## src/rtl/cut_step_driver_if.sv

```systemverilog
// Cut-motor driver interface: groups the controller-facing command inputs and the
// coil / status outputs of cut_step_driver.
//   en_i, direction_i   : command from the cut controller
//   phase_o             : coil drive {D,C,B,A}
//   step_pulse_o        : 1-cycle pulse per phase change
//   stroke_done_o       : 1-cycle pulse when a full stroke completes
//   busy_o              : high while running
//   pos_o               : two's-complement blade position
// Modports: master = cut controller side, slave = driver side.
interface cut_step_driver_if #(
    parameter int unsigned POS_W = 16
);
    logic             en_i;
    logic             direction_i;
    logic [3:0]       phase_o;
    logic             step_pulse_o;
    logic             stroke_done_o;
    logic             busy_o;
    logic [POS_W-1:0] pos_o;

    modport master (
        output en_i, direction_i,
        input  phase_o, step_pulse_o, stroke_done_o, busy_o, pos_o
    );

    modport slave (
        input  en_i, direction_i,
        output phase_o, step_pulse_o, stroke_done_o, busy_o, pos_o
    );
endinterface

```

## src/rtl/cut_step_driver.sv

```systemverilog
// Cut-motor stepper driver. Turns en/direction from the cut controller into a 4-phase
// full-step coil sequence at one step every STEP_DIV clocks, tracks a signed position
// and pulses stroke_done_o after STEPS_PER_STROKE steps in one direction.
// Ports:
//   clk     : system clock
//   rst     : asynchronous active-high reset
//   io_bus  : cut_step_driver_if.slave (en_i, direction_i in; phase_o, step_pulse_o,
//             stroke_done_o, busy_o, pos_o out; all outputs registered)
module cut_step_driver #(
    parameter int unsigned STEP_DIV         = 250000,
    parameter int unsigned STEPS_PER_STROKE = 512,
    parameter int unsigned POS_W            = 16
) (
    input  logic               clk,
    input  logic               rst,
    cut_step_driver_if.slave   io_bus
);
    localparam int unsigned PRESC_W = $clog2(STEP_DIV);
    localparam int unsigned CNT_W   = $clog2(STEPS_PER_STROKE + 1);
    localparam logic [PRESC_W-1:0] PRESC_LAST = PRESC_W'(STEP_DIV - 1);
    localparam logic [CNT_W-1:0]   CNT_STROKE = CNT_W'(STEPS_PER_STROKE);

    typedef enum logic [0:0] {StIdle, StRun} state_e;

    function automatic logic [3:0] phase_lut(input logic [1:0] idx);
        logic [3:0] pat;
        case (idx)
            2'd0:    pat = 4'b0011;
            2'd1:    pat = 4'b0110;
            2'd2:    pat = 4'b1100;
            default: pat = 4'b1001;
        endcase
        return pat;
    endfunction

    state_e             r_state,       w_state_nxt;
    logic [1:0]         r_phase_idx,   w_phase_idx_nxt;
    logic               r_dir,         w_dir_nxt;
    logic [PRESC_W-1:0] r_presc,       w_presc_nxt;
    logic [CNT_W-1:0]   r_step_cnt,    w_step_cnt_nxt;
    logic [3:0]         r_phase,       w_phase_nxt;
    logic               r_step_pulse,  w_step_pulse_nxt;
    logic               r_stroke_done, w_stroke_done_nxt;
    logic               r_busy,        w_busy_nxt;
    logic [POS_W-1:0]   r_pos,         w_pos_nxt;
    logic [CNT_W-1:0]   w_cnt_inc;

    always_ff @(posedge clk or posedge rst) begin
        if (rst) begin
            r_state       <= StIdle;
            r_phase_idx   <= 2'd0;
            r_dir         <= 1'b0;
            r_presc       <= '0;
            r_step_cnt    <= '0;
            r_phase       <= 4'b0000;
            r_step_pulse  <= 1'b0;
            r_stroke_done <= 1'b0;
            r_busy        <= 1'b0;
            r_pos         <= '0;
        end else begin
            r_state       <= w_state_nxt;
            r_phase_idx   <= w_phase_idx_nxt;
            r_dir         <= w_dir_nxt;
            r_presc       <= w_presc_nxt;
            r_step_cnt    <= w_step_cnt_nxt;
            r_phase       <= w_phase_nxt;
            r_step_pulse  <= w_step_pulse_nxt;
            r_stroke_done <= w_stroke_done_nxt;
            r_busy        <= w_busy_nxt;
            r_pos         <= w_pos_nxt;
        end
    end

    always_comb begin
        w_state_nxt       = r_state;
        w_phase_idx_nxt   = r_phase_idx;
        w_dir_nxt         = r_dir;
        w_presc_nxt       = r_presc;
        w_step_cnt_nxt    = r_step_cnt;
        w_phase_nxt       = r_phase;
        w_step_pulse_nxt  = 1'b0;
        w_stroke_done_nxt = 1'b0;
        w_busy_nxt        = r_busy;
        w_pos_nxt         = r_pos;
        w_cnt_inc         = r_step_cnt + 1'b1;

        case (r_state)
            StIdle: begin
                if (io_bus.en_i) begin
                    // Re-energise at the retained index so the rotor does not jump.
                    w_state_nxt    = StRun;
                    w_phase_nxt    = phase_lut(r_phase_idx);
                    w_busy_nxt     = 1'b1;
                    w_presc_nxt    = '0;
                    w_step_cnt_nxt = '0;
                    w_dir_nxt      = io_bus.direction_i;
                end
            end
            StRun: begin
                if (!io_bus.en_i) begin
                    w_state_nxt    = StIdle;
                    w_phase_nxt    = 4'b0000;
                    w_busy_nxt     = 1'b0;
                    w_presc_nxt    = '0;
                    w_step_cnt_nxt = '0;
                end else if (io_bus.direction_i != r_dir) begin
                    // Direction reversal: restart the step interval as a settle time.
                    w_dir_nxt      = io_bus.direction_i;
                    w_presc_nxt    = '0;
                    w_step_cnt_nxt = '0;
                end else if (r_presc == PRESC_LAST) begin
                    w_presc_nxt      = '0;
                    w_phase_idx_nxt  = r_dir ? r_phase_idx - 2'd1 : r_phase_idx + 2'd1;
                    w_phase_nxt      = phase_lut(w_phase_idx_nxt);
                    w_step_pulse_nxt = 1'b1;
                    w_pos_nxt        = r_dir ? r_pos - 1'b1 : r_pos + 1'b1;
                    if (w_cnt_inc == CNT_STROKE) begin
                        w_step_cnt_nxt    = '0;
                        w_stroke_done_nxt = 1'b1;
                    end else begin
                        w_step_cnt_nxt = w_cnt_inc;
                    end
                end else begin
                    w_presc_nxt = r_presc + 1'b1;
                end
            end
            default: w_state_nxt = StIdle;
        endcase
    end

    assign io_bus.phase_o       = r_phase;
    assign io_bus.step_pulse_o  = r_step_pulse;
    assign io_bus.stroke_done_o = r_stroke_done;
    assign io_bus.busy_o        = r_busy;
    assign io_bus.pos_o         = r_pos;
endmodule

```

## src/flat_wrapper.sv

```systemverilog
// flat-port wrapper written by rule: the top's interface ports become plain ports
module cut_step_driver_flat 
#(
    parameter int unsigned STEP_DIV         = 250000,
    parameter int unsigned STEPS_PER_STROKE = 512,
    parameter int unsigned POS_W            = 16
)
  (clk, rst, io_bus_en_i, io_bus_direction_i, io_bus_phase_o, io_bus_step_pulse_o, io_bus_stroke_done_o, io_bus_busy_o, io_bus_pos_o);
  cut_step_driver_if #(.POS_W(POS_W)) io_bus_i ();
  input  logic clk;
  input  logic rst;
  input wire logic [$bits(io_bus_i.en_i)-1:0] io_bus_en_i;
  input wire logic [$bits(io_bus_i.direction_i)-1:0] io_bus_direction_i;
  output wire logic [$bits(io_bus_i.phase_o)-1:0] io_bus_phase_o;
  output wire logic [$bits(io_bus_i.step_pulse_o)-1:0] io_bus_step_pulse_o;
  output wire logic [$bits(io_bus_i.stroke_done_o)-1:0] io_bus_stroke_done_o;
  output wire logic [$bits(io_bus_i.busy_o)-1:0] io_bus_busy_o;
  output wire logic [$bits(io_bus_i.pos_o)-1:0] io_bus_pos_o;
  assign io_bus_i.en_i = io_bus_en_i;
  assign io_bus_i.direction_i = io_bus_direction_i;
  assign io_bus_phase_o = io_bus_i.phase_o;
  assign io_bus_step_pulse_o = io_bus_i.step_pulse_o;
  assign io_bus_stroke_done_o = io_bus_i.stroke_done_o;
  assign io_bus_busy_o = io_bus_i.busy_o;
  assign io_bus_pos_o = io_bus_i.pos_o;
  cut_step_driver #(.STEP_DIV(STEP_DIV), .STEPS_PER_STROKE(STEPS_PER_STROKE), .POS_W(POS_W)) u_core (.clk(clk), .rst(rst), .io_bus(io_bus_i));
endmodule
```

## config.mk

```make
export PLATFORM = sky130hd
export DESIGN_NAME = cut_step_driver_flat
export DESIGN_NICKNAME = d
export VERILOG_FILES = /design/src/rtl/cut_step_driver_if.sv /design/src/rtl/cut_step_driver.sv /design/src/flat_wrapper.sv
export SDC_FILE = /design/constraint.sdc
export NUM_CORES = 1
export LEC_CHECK = 0
export ABC_AREA = 1
export BUFFER_PORTS_ARGS = -buffer_cell sky130_fd_sc_hd__buf_2
export CAP_MARGIN = 30
export CORE_MARGIN = 3
export CORE_UTILIZATION = 55
export DETAILED_ROUTE_END_ITERATION = 10
export PLACE_DENSITY = 0.74
export SKIP_CTS_REPAIR_TIMING = 1
export SYNTH_ARGS = -nofsm -noshare
export SYNTH_HDL_FRONTEND = slang
export SYNTH_SLANG_ARGS = --single-unit
```

## constraint.sdc

```tcl
create_clock -name clk -period 4.3 [get_ports clk]
set_clock_uncertainty 0.15 [all_clocks]
set_input_delay 0.215 -clock clk [delete_from_list [all_inputs] [get_ports clk]]
set_output_delay 0.215 -clock clk [all_outputs]
set_load 0.02 [all_outputs]
```

==> Flow_metrics.wiki <==
{| class="wikitable"
! Metric !! Value
|-
| CP Launch Type || flip-flop
|-
| Worst path setup slack after routing || 1710 ps
|-
| Antenna diode instance count || 0
|-
| Placeable core region || 6460 um^2
|-
| Final Routed Wirelength || 7.95 mm
|-
| Delay of the slowest cell on the worst path || 810 ps
|-
| Placed cells || 602
|-
| Most repeated library cell on the critical path || sky130_fd_sc_hd__nand2_1
|-
| Number of nets in the synthesized netlist || 538
|-
| Initial antenna violation count || 0
|-
| CTS Buffer Depth || 2
|-
| EDFF count, synth || 0
|-
| Aggregate global routing overflow || 0
|-
| Via count of the routed design || 3313
|-
| Ordered list of cells on the worst path || inv_1, fa_1, o21ai_0, nand2_1, nand2_1, nand2_1, a21oi_1, o21ai_1
|-
| Number of input and output port buffers inserted || 26
|-
| Sink Count || 55
|-
| Fmax || 0.386 GHz
|-
| Leakage dissipation || 2.08 nW
|-
| Dominant cells by area after synthesis || sky130_fd_sc_hd__dfrtp_1, sky130_fd_sc_hd__nand2_1, sky130_fd_sc_hd__ha_1
|-
| Clock Tree Root || sky130_fd_sc_hd__clkbuf_8
|-
| Total global-route track usage || 0.221
|-
| Routability Congestion || 0.933
|-
| PwrDens || 244 nW/um^2
|-
| Cell at the slowest stage of the critical path || sky130_fd_sc_hd__dfrtp_1
|-
| Total clock buffers created by CTS || 5
|-
| Number of slew-limit violations in the final report || 0
|-
| Area fraction of the dominant cell type after synthesis || 0.369
|-
| Design area || 4000 um^2
|-
| Pre-CTS worst setup slack || 1720 ps
|-
| Pre-antenna DRT Iters || 4
|-
| Arr. time, crit path || 2640 ps
|-
| Required time of the critical path || 4350 ps
|-
| Placed standard-cell area || 3910 um^2
|-
| Maximum number of pins on one net before global-route repair || 56
|-
| Transition time at the pin with the least slew margin || 712 ps
|-
| #FFs+latches synth || 55
|-
| Most common library cells after synthesis || sky130_fd_sc_hd__nand2_1, sky130_fd_sc_hd__inv_1, sky130_fd_sc_hd__dfrtp_1, sky130_fd_sc_hd__nor2_1, sky130_fd_sc_hd__nand3_1
|-
| I/O pin count || 27
|-
| Cell family with most CP delay || flip-flops
|-
| Kind of critical path || reg -> reg
|-
| Final core occ || 0.620
|-
| Hold Violations, Final || 56
|-
| CTS tree || built
|-
| CP endpoint kind || flip-flop
|-
| Clock Pin Slew Worst Setup and Hold Paths || 100 ps
|-
| Worst VDD drop || 132 uV
|-
| Wire length of the first global-routing pass || 13.9 mm
|-
| Relative slew slack || 0.525
|-
| Commonest register cell after synthesis || sky130_fd_sc_hd__dfrtp_1
|-
| Per-cell routed wire length || 13.0 um
|-
| ANT nets after route || 0
|-
| Async set-reset flop share out of synthesis || 1.00
|-
| Post-Synthesis Mean Instance Area || 7.37 um^2
|-
| Die boundary height || 88.4 um
|-
| Post-synth design cell area || 3730 um^2
|-
| Floorplan row count || 29
|-
| Most numerous cell in the Yosys netlist || sky130_fd_sc_hd__nand2_1
|-
| Setup repair after global routing missed its margin || false
|-
| DRC Markers || 0
|-
| Share of the clock period used by the worst path after layout || 0.603
|-
| Final-layout worst hold slack || -88.1 ps
|-
| Via/cell ratio || 5.42
|-
| Highest net fanout along the worst path || 18
|-
| Max-cap violation count || 0
|-
| Overall power || 0.977 mW
|-
| Number of nets in the layout || 564
|-
| Sequential share of the synthesized area || 0.369
|-
| Worst-skew pair later-pin latency || 310 ps
|-
| HPWL after DPL || 5.92 mm
|-
| Total negative setup slack || 0 ps
|-
| Count of endpoints failing setup in the final report || 0
|-
| Distinct cell type count of the synthesized netlist || 34
|-
| Htree depth || 2
|-
| Share of cells above drive strength 1 || 0.0918
|-
| Number of instances in the synthesized netlist || 507
|-
| First-iteration detailed-routing DRC count || 174
|-
| Effective utilization at floorplan || 0.578
|-
| Synth Warn # || 0
|-
| Number of cells in the finished layout apart from fillers || 611
|-
| Via count of the first global-routing pass || 3176
|-
| Total die area || 7820 um^2
|-
| Type of the tightest min-delay check || in -> async
|-
| Die W || 88.4 um
|-
| Area leader, netlist || sky130_fd_sc_hd__dfrtp_1
|-
| Status || complete, but fails checks
|-
| Violated checks || hold timing
|-
| Layout overhead on the synthesized area || 7.14%
|-
| Min cycle time layout || 2590 ps
|-
| Combined buffer and inverter count along the critical path || 1
|}
-- routing by layer --
layer  vias to the layer above  share of wire  track usage
met5                         -              0            0
met2                        51           0.48        0.375
li1                       1701              -            -
met4                         0         0.0093       0.0522
met1                      1554           0.48        0.301
met3                         7          0.033       0.0298
-- tightest hold or removal path: stages --
cell and delay (ps):
sky130_fd_sc_hd__buf_2 100, sky130_fd_sc_hd__inv_2 30, sky130_fd_sc_hd__buf_4 530
-- layout make-up --
| class | instances | area, um^2 |
|---|---|---|
| inverter | 58 | 218 |
| tap | 77 | 96.3 |
| sequential | 55 | 1380 |
| clock inverter | 2 | 12.5 |
| clock buffer | 6 | 72.6 |
| fill | 575 | 2460 |
| multi-input combinational | 385 | 2080 |
| timing repair buffer | 28 | 148 |
-- registers in the layout, indices dropped and copies added (netlist names), 2 cells and up --
signal / cells
u_core.r_phase_idx: 2
u_core.r_presc: 18
u_core.io_bus.pos_o: 16
u_core.io_bus.phase_o: 4
u_core.r_step_cnt: 10
-- where the power goes --
group / switching [mW] / internal (mW) / leakage, nW
sequential: 0.0157 / 0.529 / 0.745
clock: 0.174 / 0.114 / 0.0412
combinational: 0.0956 / 0.0488 / 1.29
total: 0.285 / 0.692 / 2.08
-- cell families (layout without fill, tap and decap cells) --
family,after synthesis,in the layout,share of synthesized area
buf+inv,67,94,0.0750
xor+xnor,18,18,0.0422
simple gates,282,282,0.334
flops,55,55,0.369
fa+ha+maj,27,27,0.0925
compound gates,58,58,0.0878
-- layout by cell type (no fill, tap or decap), types with 2 or more instances in the layout --
master / count
sky130_fd_sc_hd__and3_1: 2
sky130_fd_sc_hd__xor2_1: 9
sky130_fd_sc_hd__nor2_4: 3
sky130_fd_sc_hd__inv_2: 3
sky130_fd_sc_hd__nand4_1: 14
sky130_fd_sc_hd__o21bai_1: 2
sky130_fd_sc_hd__nand2_1: 142
sky130_fd_sc_hd__buf_2: 26
sky130_fd_sc_hd__nor2_1: 54
sky130_fd_sc_hd__o22ai_1: 4
sky130_fd_sc_hd__xnor2_1: 9
sky130_fd_sc_hd__nor3_1: 11
sky130_fd_sc_hd__clkbuf_8: 5
sky130_fd_sc_hd__ha_1: 26
sky130_fd_sc_hd__nand2_2: 4
sky130_fd_sc_hd__inv_1: 55
sky130_fd_sc_hd__a21oi_1: 19
sky130_fd_sc_hd__o21ai_0: 25
sky130_fd_sc_hd__o21ai_1: 2
sky130_fd_sc_hd__nand3_1: 45
sky130_fd_sc_hd__nand3b_1: 3
sky130_fd_sc_hd__dfrtp_1: 55
-- path summary, 6_finish.rpt --
check | startpoint | endpoint | slack, ps | depth (start not counted)
worst max-delay path | u_core.r_dir | u_core.io_bus.pos_o[8] | 1710 | 8
worst min-delay path | rst | u_core.r_step_cnt[7] | -90 | 3
worst max register to register | u_core.r_dir | u_core.io_bus.pos_o[8] | 1710 | 8
worst min register to register | u_core.io_bus.phase_o[0] | u_core.io_bus.phase_o[0] | 330 | 2
max in group asynchronous | rst | u_core.r_presc[1] | 3590 | 3
min in group clk | io_bus_direction_i | u_core.r_dir | 0 | 3
No activity file was read; power rests on OpenSTA's default activity.
